===== src/rtl/br_pred_unit_if.sv =====
// Fetch-lookup, prediction, branch-resolution and flush signals of the branch predictor.
interface br_pred_unit_if #(
  parameter int ADDR_W = 16
);
  logic              fetch_vld;
  logic [ADDR_W-1:0] instr;
  logic [ADDR_W-1:0] pc;
  logic              pred_vld;
  logic              pred_taken;
  logic [ADDR_W-1:0] pred_pc;
  logic              upd_vld;
  logic [ADDR_W-1:0] upd_pc;
  logic              upd_taken;
  logic              upd_pred;
  logic [ADDR_W-1:0] upd_tgt;
  logic              flush;
  logic [ADDR_W-1:0] flush_pc;

  modport master (
    output fetch_vld, instr, pc, upd_vld, upd_pc, upd_taken, upd_pred, upd_tgt,
    input  pred_vld, pred_taken, pred_pc, flush, flush_pc
  );

  modport slave (
    input  fetch_vld, instr, pc, upd_vld, upd_pc, upd_taken, upd_pred, upd_tgt,
    output pred_vld, pred_taken, pred_pc, flush, flush_pc
  );
endinterface


===== src/rtl/br_pred_unit.sv =====
// Bimodal branch predictor: 2-bit saturating counters indexed by PC, registered outputs.
// Define BR_PRED_BYPASS_EN to forward a same-cycle update to a same-index lookup.
module br_pred_unit #(
  parameter int ADDR_W = 16,
  parameter int OFF_W  = 9,
  parameter int DEPTH  = 8
) (
  input logic          clk,
  input logic          rst,
  br_pred_unit_if.slave bus
);
  localparam int IDX_W = $clog2(DEPTH);
  localparam logic [3:0] OP_BRANCH = 4'b1100;

  logic [1:0]        bht [DEPTH];
  logic [IDX_W-1:0]  rd_idx;
  logic [IDX_W-1:0]  wr_idx;
  logic [1:0]        ctr_next;
  logic [1:0]        ctr_rd;
  logic              is_branch;
  logic [ADDR_W-1:0] br_pc;
  logic              taken_nxt;

  assign rd_idx    = bus.pc[IDX_W-1:0];
  assign wr_idx    = bus.upd_pc[IDX_W-1:0];
  assign is_branch = bus.instr[ADDR_W-1:ADDR_W-4] == OP_BRANCH;
  assign br_pc     = bus.pc + {{(ADDR_W-OFF_W){bus.instr[OFF_W-1]}}, bus.instr[OFF_W-1:0]};

  always_comb begin
    ctr_next = bht[wr_idx];
    if (bus.upd_taken) begin
      if (bht[wr_idx] != 2'b11) ctr_next = bht[wr_idx] + 2'b01;
    end else begin
      if (bht[wr_idx] != 2'b00) ctr_next = bht[wr_idx] - 2'b01;
    end
  end

  always_comb begin
    ctr_rd = bht[rd_idx];
`ifdef BR_PRED_BYPASS_EN
    if (bus.upd_vld && (wr_idx == rd_idx)) ctr_rd = ctr_next;
`endif
  end

  assign taken_nxt = bus.fetch_vld & is_branch & ctr_rd[1];

  always_ff @(posedge clk or posedge rst) begin
    if (rst) begin
      for (int i = 0; i < DEPTH; i++) bht[i] <= 2'b01;
    end else if (bus.upd_vld) begin
      bht[wr_idx] <= ctr_next;
    end
  end

  always_ff @(posedge clk or posedge rst) begin
    if (rst) begin
      bus.pred_vld   <= 1'b0;
      bus.pred_taken <= 1'b0;
      bus.pred_pc    <= '0;
      bus.flush      <= 1'b0;
      bus.flush_pc   <= '0;
    end else begin
      bus.pred_vld   <= bus.fetch_vld;
      bus.pred_taken <= taken_nxt;
      bus.pred_pc    <= taken_nxt ? br_pc : bus.pc;
      bus.flush      <= bus.upd_vld & (bus.upd_taken != bus.upd_pred);
      // Redirect target tracks the EX inputs every cycle; it is only meaningful with flush.
      bus.flush_pc   <= bus.upd_taken ? bus.upd_tgt : bus.upd_pc;
    end
  end
endmodule


===== src/flat_wrapper.sv =====
// flat-port wrapper written by rule: the top's interface ports become plain ports
module br_pred_unit_flat 
#(
  parameter int ADDR_W = 16,
  parameter int OFF_W  = 9,
  parameter int DEPTH  = 8
)
  (clk, rst, bus_fetch_vld, bus_instr, bus_pc, bus_upd_vld, bus_upd_pc, bus_upd_taken, bus_upd_pred, bus_upd_tgt, bus_pred_vld, bus_pred_taken, bus_pred_pc, bus_flush, bus_flush_pc);
  br_pred_unit_if #(.ADDR_W(ADDR_W)) bus_i ();
  input logic clk;
  input logic rst;
  input wire logic [$bits(bus_i.fetch_vld)-1:0] bus_fetch_vld;
  input wire logic [$bits(bus_i.instr)-1:0] bus_instr;
  input wire logic [$bits(bus_i.pc)-1:0] bus_pc;
  input wire logic [$bits(bus_i.upd_vld)-1:0] bus_upd_vld;
  input wire logic [$bits(bus_i.upd_pc)-1:0] bus_upd_pc;
  input wire logic [$bits(bus_i.upd_taken)-1:0] bus_upd_taken;
  input wire logic [$bits(bus_i.upd_pred)-1:0] bus_upd_pred;
  input wire logic [$bits(bus_i.upd_tgt)-1:0] bus_upd_tgt;
  output wire logic [$bits(bus_i.pred_vld)-1:0] bus_pred_vld;
  output wire logic [$bits(bus_i.pred_taken)-1:0] bus_pred_taken;
  output wire logic [$bits(bus_i.pred_pc)-1:0] bus_pred_pc;
  output wire logic [$bits(bus_i.flush)-1:0] bus_flush;
  output wire logic [$bits(bus_i.flush_pc)-1:0] bus_flush_pc;
  assign bus_i.fetch_vld = bus_fetch_vld;
  assign bus_i.instr = bus_instr;
  assign bus_i.pc = bus_pc;
  assign bus_i.upd_vld = bus_upd_vld;
  assign bus_i.upd_pc = bus_upd_pc;
  assign bus_i.upd_taken = bus_upd_taken;
  assign bus_i.upd_pred = bus_upd_pred;
  assign bus_i.upd_tgt = bus_upd_tgt;
  assign bus_pred_vld = bus_i.pred_vld;
  assign bus_pred_taken = bus_i.pred_taken;
  assign bus_pred_pc = bus_i.pred_pc;
  assign bus_flush = bus_i.flush;
  assign bus_flush_pc = bus_i.flush_pc;
  br_pred_unit #(.ADDR_W(ADDR_W), .OFF_W(OFF_W), .DEPTH(DEPTH)) u_core (.clk(clk), .rst(rst), .bus(bus_i));
endmodule

===== config.mk =====
export PLATFORM = sky130hd
export DESIGN_NAME = br_pred_unit_flat
export DESIGN_NICKNAME = d
export VERILOG_FILES = /design/src/rtl/br_pred_unit_if.sv /design/src/rtl/br_pred_unit.sv /design/src/flat_wrapper.sv
export SDC_FILE = /design/constraint.sdc
export NUM_CORES = 1
export LEC_CHECK = 0
export BUFFER_PORTS_ARGS = -buffer_cell sky130_fd_sc_hd__buf_2
export CORE_MARGIN = 2
export CORE_UTILIZATION = 45
export DETAILED_ROUTE_END_ITERATION = 10
export GPL_ROUTABILITY_DRIVEN = 0
export PLACE_DENSITY = 0.81
export SLEW_MARGIN = 40
export SYNTH_ARGS = -nofsm -noshare
export SYNTH_HDL_FRONTEND = slang
export SYNTH_SLANG_ARGS = --single-unit
export TNS_END_PERCENT = 30

===== constraint.sdc =====
create_clock -name clk -period 1.71 [get_ports clk]
set_input_delay 0.0855 -clock clk [delete_from_list [all_inputs] [get_ports clk]]
set_output_delay 0.0855 -clock clk [all_outputs]
set_load 0.05 [all_outputs]

==> metrics.log <==
INFO  metric run_status = finished, violations left
INFO  metric failing_checks = setup timing
INFO  metric reg2reg_slack = -190 ps
INFO  metric antenna_found_initial = 0
INFO  metric antenna_left = 0
INFO  metric detail_route.wirelength = 7260 um
INFO  metric max-clock-path-buffers = 2
INFO  metric area.growth.synth_to_final = 49.4%
INFO  metric register_area_share_after_synthesis = 45.7%
INFO  metric core.rowCount = 28
INFO  metric coreArea = 5990 um2
INFO  metric synthesis.area_per_instance = 12.6 um2
INFO  metric clock_latency = approximately 320 ps
INFO  metric postLayoutSetupSlackWorst = -194 ps
INFO  metric num-nets-final = between 400 and 500
INFO  metric clock_power_share = a little under 20%
INFO  metric clk_transition_reported_paths = ~100 ps
INFO  metric drt_pre_antenna_iters = 4
INFO  metric io-pin-count = around 110
INFO  metric crit_path_cell_trace = mux4_2 -> mux2_4 -> maj3_4 -> mux2_4
INFO  metric worstSetupStartpointType = flop
INFO  metric synth_seq_cells = 51
INFO  metric ys.flop_type = sky130_fd_sc_hd__dfrtp_1
INFO  metric setup.worst_path.class = reg2reg
INFO  metric hold-path-cell-count = 2
INFO  metric clock-skew-final = a little over 9 ps
INFO  metric min_delay_path_class = in2reg
INFO  metric async_reset_ff_share = 100%
INFO  metric finalCritPeriodShare = 111%
INFO  metric place_hpwl = 4920 um
INFO  metric tritoncts_clock_tree = done
INFO  metric mapped_cells = 224
INFO  metric worst_path_most_repeated_cell = sky130_fd_sc_hd__mux2_4
INFO  metric timing.critical_path.fanout_max = 8
INFO  metric drv.max_cap_violation_count = 0
INFO  metric place_worst_setup_slack = -329 ps
INFO  metric top_count_cell_post_synth = sky130_fd_sc_hd__mux2_2
INFO  metric regArea = 1290 um2
INFO  metric dr.first_iter.drc_count = 140
INFO  metric synth_cell_types = 37
INFO  metric achievable-frequency = between 500 and 600 MHz
INFO  metric port_buffers = about 100
INFO  metric p_comb_share = 39.6%
INFO  metric detailed_place.area = 3680 um2
INFO  metric cp_data_arrival_time = around 2200 ps
INFO  metric worst_r2r_startpoint = u_core.bht[7]
INFO  metric worstHoldStart = bus_pc[14]
INFO  metric power.density = ~940 nW/um2
INFO  metric postLayoutCellArea = ~4200 um2
INFO  metric antenna_cells_inserted = 0
INFO  metric critical_path.max_stage_delay = between 400 and 500 ps
INFO  metric post_route_cells_drive_above_1_share = 54.6%
INFO  metric tritoncts_num_sinks = 51
INFO  metric finish.cell_count_without_fillers = 474
INFO  metric die_y = ~83 um
INFO  metric total_switching_power = about 1.3 mW
INFO  metric timing.critical_path.depth = 4
INFO  metric critical_path_buf_inv_count = 0
INFO  metric pwr-share-seq = between 40% and 50%
INFO  metric grt_pass1_wl = between 10000 and 15000 um
INFO  metric grt_max_degree = 52
INFO  metric initial_utilization = between 40 and 50%
INFO  metric maxSlewHeadroom = 63.4%
INFO  metric via_count = between 2000 and 2500
INFO  metric finalPower = between 3 and 4 mW
INFO  metric rsz_0062_raised_after_global_routing = true
INFO  metric rr_worst_depth = 4
INFO  metric worstMarginPinSlew = roughly 540 ps
INFO  metric static-leakage-power = approximately 2.0 nW
INFO  metric average_detailed_routed_wire_length_per_instance = around 15 um
INFO  metric hold_viol = 0
INFO  metric die_x = a little over 80 um
INFO  metric end_kind = flop
INFO  metric synth.top_cell.area_share = 38.3%
INFO  metric finalSetupViolCount = 31
INFO  metric worst_ep_required_time = slightly below 2000 ps
INFO  metric min_period = 1900 ps
INFO  metric worst_path_max_delay_cell = sky130_fd_sc_hd__mux4_2
INFO  metric worstSetupStartpoint = u_core.bht[7]
INFO  metric critPathTopFamily = multiplexers
INFO  metric fillers = 412
INFO  metric via_per_inst = between 5 and 6
INFO  metric netlist_top_cells_count = 47 x sky130_fd_sc_hd__mux2_2, 43 x sky130_fd_sc_hd__dfrtp_1, 15 x sky130_fd_sc_hd__ha_1
INFO  metric synth.cell_area = ~2800 um2
INFO  metric grt_pass1_vias = around 2600
INFO  metric grt_use_total = 21.8%
INFO  metric clockRootBuffer = sky130_fd_sc_hd__clkbuf_8
INFO  metric ctsHtreeMaxLevel = 2
INFO  metric route.detailed.drc = 0
INFO  metric cts_made_buffers = 5
INFO  metric yosys.area.top_type = sky130_fd_sc_hd__dfrtp_1
INFO  metric yosysWarningCount = 0
INFO  metric numPlacedInstances = between 400 and 500
INFO  metric synth_fp_nets = 310
INFO  metric multi_input_comb_area = ~1500 um2
INFO  metric netSwitchingFraction = 33.4%
INFO  metric timing.final.max_slew_violations = 0
INFO  metric max-vdd-ir-drop = 0.000530 V
INFO  metric ys_top_cells_by_area = sky130_fd_sc_hd__dfrtp_1 38%, sky130_fd_sc_hd__mux2_2 19%, sky130_fd_sc_hd__dfstp_2 7.5%
INFO  metric grt-ovfl-total = 0
INFO  metric synth_edf_count = 0
INFO  metric floorplan.die_area = ~6900 um2
INFO  metric power.internal = roughly 2.6 mW
[cells in the final DEF, fill, tap and decap left out, drive strengths merged, types with 5 or more instances in the layout]
cell	netlist	routed
inv	6	7
xnor2	8	8
clkbuf	4	5
mux2	47	47
mux4	6	6
nor2	6	6
buf	3	141
xor2	6	6
nand4b	5	5
ha	15	15
dfrtp	43	43
dlygate4sd3	0	33
dfstp	8	8
nand2	10	10
a21oi	13	13
[power groups by stage]
| stage | combinational, mW | sequential, mW | clock, mW |
|---|---|---|---|
| after global routing | 1.69 | 1.65 | 0.825 |
| after detailed placement | 1.29 | 1.65 | 0 |
| after global placement | 1.24 | 1.62 | 0 |
| final | 1.57 | 1.63 | 0.764 |
| after CTS | 1.52 | 1.62 | 0.792 |
| after floorplan | 0.676 | 1.80 | 0 |
[layout make-up]
cell class,instances,share of cell area (%)
multi-input combinational,160,36.6
inverter,6,0.536
clock buffer,5,1.64
sequential,51,30.6
timing repair buffer,174,27.7
clock inverter,3,0.685
tap,75,2.23
[state kept, by name, indices dropped and copies added, names as in the netlist]
signal / count
u_core.bus.pred_taken: 1
u_core.bus.pred_vld: 1
u_core.bus.pred_pc: 16
u_core.bht: 16
u_core.bus.flush: 1
u_core.bus.flush_pc: 16
[stage by stage]
step / setup TNS, ps / util [%] / hold slack, ps
3_3_place_gp: -3390 / 61.4 / 151
5_1_grt: -5880 / 70.1 / 10.8
6_report: -4610 / 70.1 / 14.1
3_5_place_dp: -4300 / 61.4 / 152
2_1_floorplan: -695 / - / 117
4_1_cts: -4170 / 69.8 / 0.483
[kinds of logic (layout without fill, tap and decap cells)]
logic type / Yosys count / count (layout) / share of synthesized area (%)
AO/OA/AOI/OAI: 33 / 33 / 7.34
XOR/XNOR: 14 / 14 / 4.36
adder cells (fa/ha/maj): 17 / 17 / 7.79
buffers and inverters: 13 / 188 / 1.96
flip-flops: 51 / 51 / 45.7
multiplexers: 56 / 56 / 24.8
AND/OR/NAND/NOR: 40 / 40 / 7.97
[repair_timing]
item / 4_1_cts / 5_1_grt
gates cloned: 0 / 0
hold endpoints to repair: 62 / 0
gates resized for setup: 10 / 5
setup endpoints to repair: 31 / 31
pin swaps: 2 / 2
hold buffers: 33 / 0
buffers inserted: 5 / 0
[worst reg2reg max path: stages (launching register included)]
cell	delay (ps)
sky130_fd_sc_hd__dfrtp_1	410
sky130_fd_sc_hd__mux4_2	460
sky130_fd_sc_hd__mux2_4	300
sky130_fd_sc_hd__maj3_4	390
sky130_fd_sc_hd__mux2_4	270
[final timing paths]
check / endpoint
hold / removal: u_core.bus.pred_pc[14]
max in group asynchronous: u_core.bht[12]
setup reg to reg: u_core.bht[10]
setup / recovery: u_core.bht[10]
min in group asynchronous: u_core.bus.flush_pc[9]
hold reg to reg: u_core.bht[5]
[metal layers]
layer	share of wire, %	track usage [%]	vias to the layer above
met1	39	25.0	1194
met5	0	0	-
met4	1.9	9.24	0
met3	5.5	4.47	14
met2	53	39.3	93
li1	-	-	1176
No activity file was read; power rests on OpenSTA's default activity.
